## config.mk

```make
export PLATFORM = sky130hd
export DESIGN_NAME = wb_stage
export DESIGN_NICKNAME = d
export VERILOG_FILES = /design/src/rtl/wb_stage.sv
export SDC_FILE = /design/constraint.sdc
export NUM_CORES = 2
export LEC_CHECK = 0
export BUFFER_PORTS_ARGS = -buffer_cell sky130_fd_sc_hd__buf_2
export CORE_AREA = 3 3 630 632
export DETAILED_ROUTE_END_ITERATION = 8
export DIE_AREA = 0 0 633 635
export SYNTH_ARGS = -nofsm -noshare
export SYNTH_HDL_FRONTEND = slang
export SYNTH_SLANG_ARGS = --single-unit
```

## constraint.sdc

```tcl
create_clock -name clk -period 2.37 [get_ports clk]
set_input_delay 0.237 -clock clk [delete_from_list [all_inputs] [get_ports clk]]
set_output_delay 0.237 -clock clk [all_outputs]
set_load 0.05 [all_outputs]
```

## src/rtl/wb_stage.sv

```systemverilog
// Writeback stage: registered scalar register-file writes, plus the LDB engine that
// gathers a streamed bitmap word by word and commits it to a bitmap register in one cycle.
module wb_stage #(
   parameter int WORD_W = 16,
   parameter int BM_W   = 1536,
   parameter int REG_AW = 4
) (
   input  logic              clk,
   input  logic              rst_n,
   input  logic              wb_valid,
   input  logic              wb_reg_write,
   input  logic [REG_AW-1:0] wb_rd,
   input  logic              wb_mem_to_reg,
   input  logic [WORD_W-1:0] wb_alu_result,
   input  logic [WORD_W-1:0] wb_mem_data,
   input  logic              wb_ldb,
   input  logic [1:0]        wb_bm_addr,
   input  logic [1:0]        wb_bm_half,
   input  logic              ldb_word_valid,
   input  logic [WORD_W-1:0] ldb_word,
   output logic              ldb_word_ready,
   output logic              stall,
   output logic [REG_AW-1:0] write_reg_addr,
   output logic [WORD_W-1:0] write_reg_data,
   output logic              write_reg_en,
   output logic [1:0]        write_bm_addr,
   output logic [BM_W-1:0]   write_bm_data,
   output logic [1:0]        write_bm_en
);

   localparam int BM_WORDS = BM_W / WORD_W;
   localparam int CNT_W    = $clog2(BM_WORDS + 1);

   typedef enum logic [1:0] {IDLE, LOAD, COMMIT} state_t;

   state_t            state_q;
   logic [CNT_W-1:0]  cnt_q;
   logic [1:0]        addr_q;
   logic [1:0]        mask_q;
   logic [WORD_W-1:0] buf_q [BM_WORDS];
   logic              accept;
   logic              last_word;

   assign stall          = (state_q != IDLE);
   assign ldb_word_ready = (state_q == LOAD);
   assign accept         = (state_q == LOAD) && ldb_word_valid;

   // A low-half load stops at the midpoint; full and high-half loads run to the top word.
   assign last_word = (mask_q == 2'b01) ? (cnt_q == CNT_W'(BM_WORDS/2 - 1))
                                        : (cnt_q == CNT_W'(BM_WORDS - 1));

   generate
      for (genvar gi = 0; gi < BM_WORDS; gi++) begin : g_pack
         assign write_bm_data[gi*WORD_W +: WORD_W] = buf_q[gi];
      end
   endgenerate

   always_ff @(posedge clk or negedge rst_n) begin
      if (!rst_n) begin
         state_q        <= IDLE;
         cnt_q          <= '0;
         addr_q         <= '0;
         mask_q         <= '0;
         write_reg_en   <= 1'b0;
         write_reg_addr <= '0;
         write_reg_data <= '0;
         write_bm_en    <= '0;
         write_bm_addr  <= '0;
         for (int i = 0; i < BM_WORDS; i++) buf_q[i] <= '0;
      end else begin
         write_reg_en <= wb_valid && wb_reg_write && !stall;
         if (wb_valid && wb_reg_write && !stall) begin
            write_reg_addr <= wb_rd;
            write_reg_data <= wb_mem_to_reg ? wb_mem_data : wb_alu_result;
         end
         write_bm_en <= '0;

         case (state_q)
            IDLE: begin
               if (wb_valid && wb_ldb) begin
                  state_q <= LOAD;
                  addr_q  <= wb_bm_addr;
                  mask_q  <= (wb_bm_half == 2'b00) ? 2'b11 : wb_bm_half;
                  cnt_q   <= (wb_bm_half == 2'b10) ? CNT_W'(BM_WORDS/2) : '0;
                  for (int i = 0; i < BM_WORDS; i++) buf_q[i] <= '0;
               end
            end
            LOAD: begin
               if (accept) begin
                  buf_q[cnt_q] <= ldb_word;
                  cnt_q        <= cnt_q + 1'b1;
                  // Strobe and address are loaded here so they are valid throughout COMMIT.
                  if (last_word) begin
                     state_q       <= COMMIT;
                     write_bm_en   <= mask_q;
                     write_bm_addr <= addr_q;
                  end
               end
            end
            COMMIT:  state_q <= IDLE;
            default: state_q <= IDLE;
         endcase
      end
   end

endmodule

```

==> results.cfg <==
[sta]
grt_setup_unrepaired = false
timing.final.crit_period_ps = 2280
hold_violations = 0
hold_ws_ps = 276
slew_headroom_pct = 27.6
finalWorstSetupSlack_ps = 85.3
drv_slew = 0
fmax_mhz = 438
worst_pin_slew_ps = 1090
setup_viol = 0
clock_skew_ps = 58.1
period_share_pct = 96.4

[synthesis]
netlist_instances = 3900
ys_top_cells_by_count = dfrtp_1 (1574), a22o_1 (1505), buf_2 (199)
synth_ff_type = dfrtp_1
synth_most_common_cell = dfrtp_1
synth_area_leaders = dfrtp_1 (69%), a22o_1 (23%), buf_2 (1.7%)
yosys.area_share.simple_pct = 2.72
syn_avg_cell_area_um2 = 14.7
synth_top_family_by_area = compound AO/OA/AOI/OAI gates
syn-cell-area_mm2 = 0.0575
synth_fp_nets = 3964
synth_xor_area_share_pct = 0.0305
synthAdderAreaFrac_pct = 0.0218
yosys.area.top_type = dfrtp_1
synth_edf_count = 0
yosysWarnings = 0
yosys.area.top_type_share_pct = 68.5
ys_types = 52
synth_compound_area_share_pct = 24.8
synth.area.mux_share_pct = 0.414
async_flop_share_pct = 100
synth_seq_cells = 1574
ys_seq_area_share_pct = 68.5

[route]
avgRoutedWirePerCell_um = 28.0
via_per_inst = 4.18
drc = 0
postRouteAntennaNets = 0
drtIter0Drc = 3961
num_vias = 46800
routed_wl_um = 314000
firstDrtPassIters = 7

[finish]
stdcell_count = 11200
syn_to_final_growth_pct = 44.8
drive_gt1_share_pct = 43.3
nets = 5896

[clocking]
cts_buffers = 177
path_clk_slew_ps = 70
clk_latency_ps = 880
clock_path_buffers = 4
cts_tree = yes
h-tree-depth = 4
cts_root_buffer = clkbuf_16
clock-sinks = 1574

[floorplanning]
fp.coreArea_mm2 = 0.392
io_pins = 1626
row_count = 230
dieArea_mm2 = 0.402
die_w_um = 633
initial_core_util_pct = 14.7
die_h_um = 635

[pwr]
power_leakage_uw = 0.0428
max-vdd-ir-drop_v = 0.000735
power.density_mw_per_mm2 = 1440

[critical_path]
cp_max_fo = 16
start_kind = register
crit_type = register to register
end_kind = register
cp_data_arrival_time_ps = 3050
required_ps = 3130

[run]
drv_cap = 0

[place]
hpwl_um = 229000
io_buffer_count = 1625
placedCellCount = 10800
place_ws_ps = -301
place_congestion = 0.821

[grt]
use_met2_pct = 25.1
use_met1_pct = 18.3
grt-busiest-layer = met2
grt_pass1_vias = 46400
grt_pass1_wl_um = 419000
grt_max_degree = 97
gr-usage-met3_pct = 3.60
gr-total-overflow = 0
antenna_found_initial = 23
grt.total_usage_pct = 14.9

[worst_hold_path]
hold_path.class = input pin to asynchronous set/reset pin

[outcome]
run_status = finished clean
==> critical path, cell delays in order (launching register included) <==
cell,delay [ps]
dfrtp_1,510
nand3b_1,310
buf_12,220
buf_12,150
nor2_2,370
a21oi_1,200
buf_12,190
a22o_1,230
==> per-layer routing <==
layer / share of wire [%] / routed length [um] / vias to the layer above
met5: 0 / 0 / -
met2: 48 / 151000 / 2663
met3: 7.9 / 24700 / 563
met1: 40 / 124000 / 24700
met4: 4.5 / 14000 / 0
li1: - / - / 18800
==> final cells by class <==
cell class	count	area [um2]
clock inverters	78	983
flip-flops and latches	1574	39400
diodes	7	17.5
well taps	5220	6530
fillers	42100	309000
repair buffers	2185	14700
inverters	2	7.51
multi-input cells	1892	16500
clock buffers	244	5040
==> power breakdown <==
part           switching [uW]  internal (uW)  leakage (uW)
registers                4460          33700        0.0216
logic                   40300          12900        0.0182
clock network           12400          16400       0.00292
total                   57200          63000        0.0428
==> registers in the layout, indices dropped and copies added, names as in the netlist <==
name / cells
write_reg_addr: 4
mask_q: 2
write_bm_data: 1536
addr_q: 2
write_reg_en: 1
write_bm_en: 2
cnt_q: 7
state_q: 2
write_bm_addr: 2
write_reg_data: 16
==> cell usage in the layout (no fill, tap or decap), types with 5 or more instances in the layout <==
master / n
mux2_2: 6
nor2_2: 30
inv_6: 8
o2bb2ai_1: 32
and2_4: 16
nand2_1: 29
nor3_4: 8
clkinv_16: 5
clkinvlp_4: 14
clkinv_2: 26
nor2_4: 54
bufinv_16: 12
dfrtp_1: 1570
nor2_1: 22
mux2i_1: 17
clkbuf_16: 178
clkbuf_1: 32
dlygate4sd3_1: 85
clkinv_4: 6
a22o_1: 1505
a21oi_1: 62
diode_2: 7
buf_2: 1624
a21oi_2: 27
clkbuf_8: 34
buf_4: 304
a21oi_4: 27
buf_12: 171
==> kinds of logic (layout without fill, tap and decap cells) <==
family          Yosys count  in the layout
compound gates         1663           1663
xor+xnor                  2              2
fa+ha+maj                 1              1
buf+inv                 434           2509
flops                  1574           1574
mux                      23             23
other cells               0              7
simple gates            203            203
==> worst paths after layout <==
| kind | slack, ps | to | from | cells past startpoint |
|---|---|---|---|---|
| max | 90 | write_bm_data[879] | cnt_q[0] | 7 |
| max reg2reg | 90 | write_bm_data[879] | cnt_q[0] | 7 |
| max in group asynchronous | 1300 | write_bm_data[1388] | rst_n | 5 |
| min reg2reg | 480 | write_bm_data[6] | write_bm_data[6] | 1 |
| min | 280 | write_bm_data[971] | rst_n | 3 |
| min in group clk | 300 | write_bm_data[16] | ldb_word[0] | 4 |
==> timing repair <==
item                                    in CTS  in global routing
resized for setup                            8                 17
hold buffers                                86                  0
cloned                                       0                  0
buffers inserted                            11                  5
endpoints found under the hold margin     1189                  0
pin swaps                                    6                  4
endpoints found under the setup margin     110                198
==> through the flow <==
stage / cell area (um2) / power, uW / setup TNS (ps) / util (%)
after floorplan: 57500 / 71400 / 0 / -
after global placement: 75900 / 91300 / -12780 / 19.4
after detailed placement: 75900 / 91500 / -11730 / 19.4
after CTS: 83000 / 121000 / 0 / 21.2
after global routing: 83200 / 124000 / 0 / 21.2
final: 83200 / 120000 / 0 / 21.2
(Power assumes the default switching activity.)
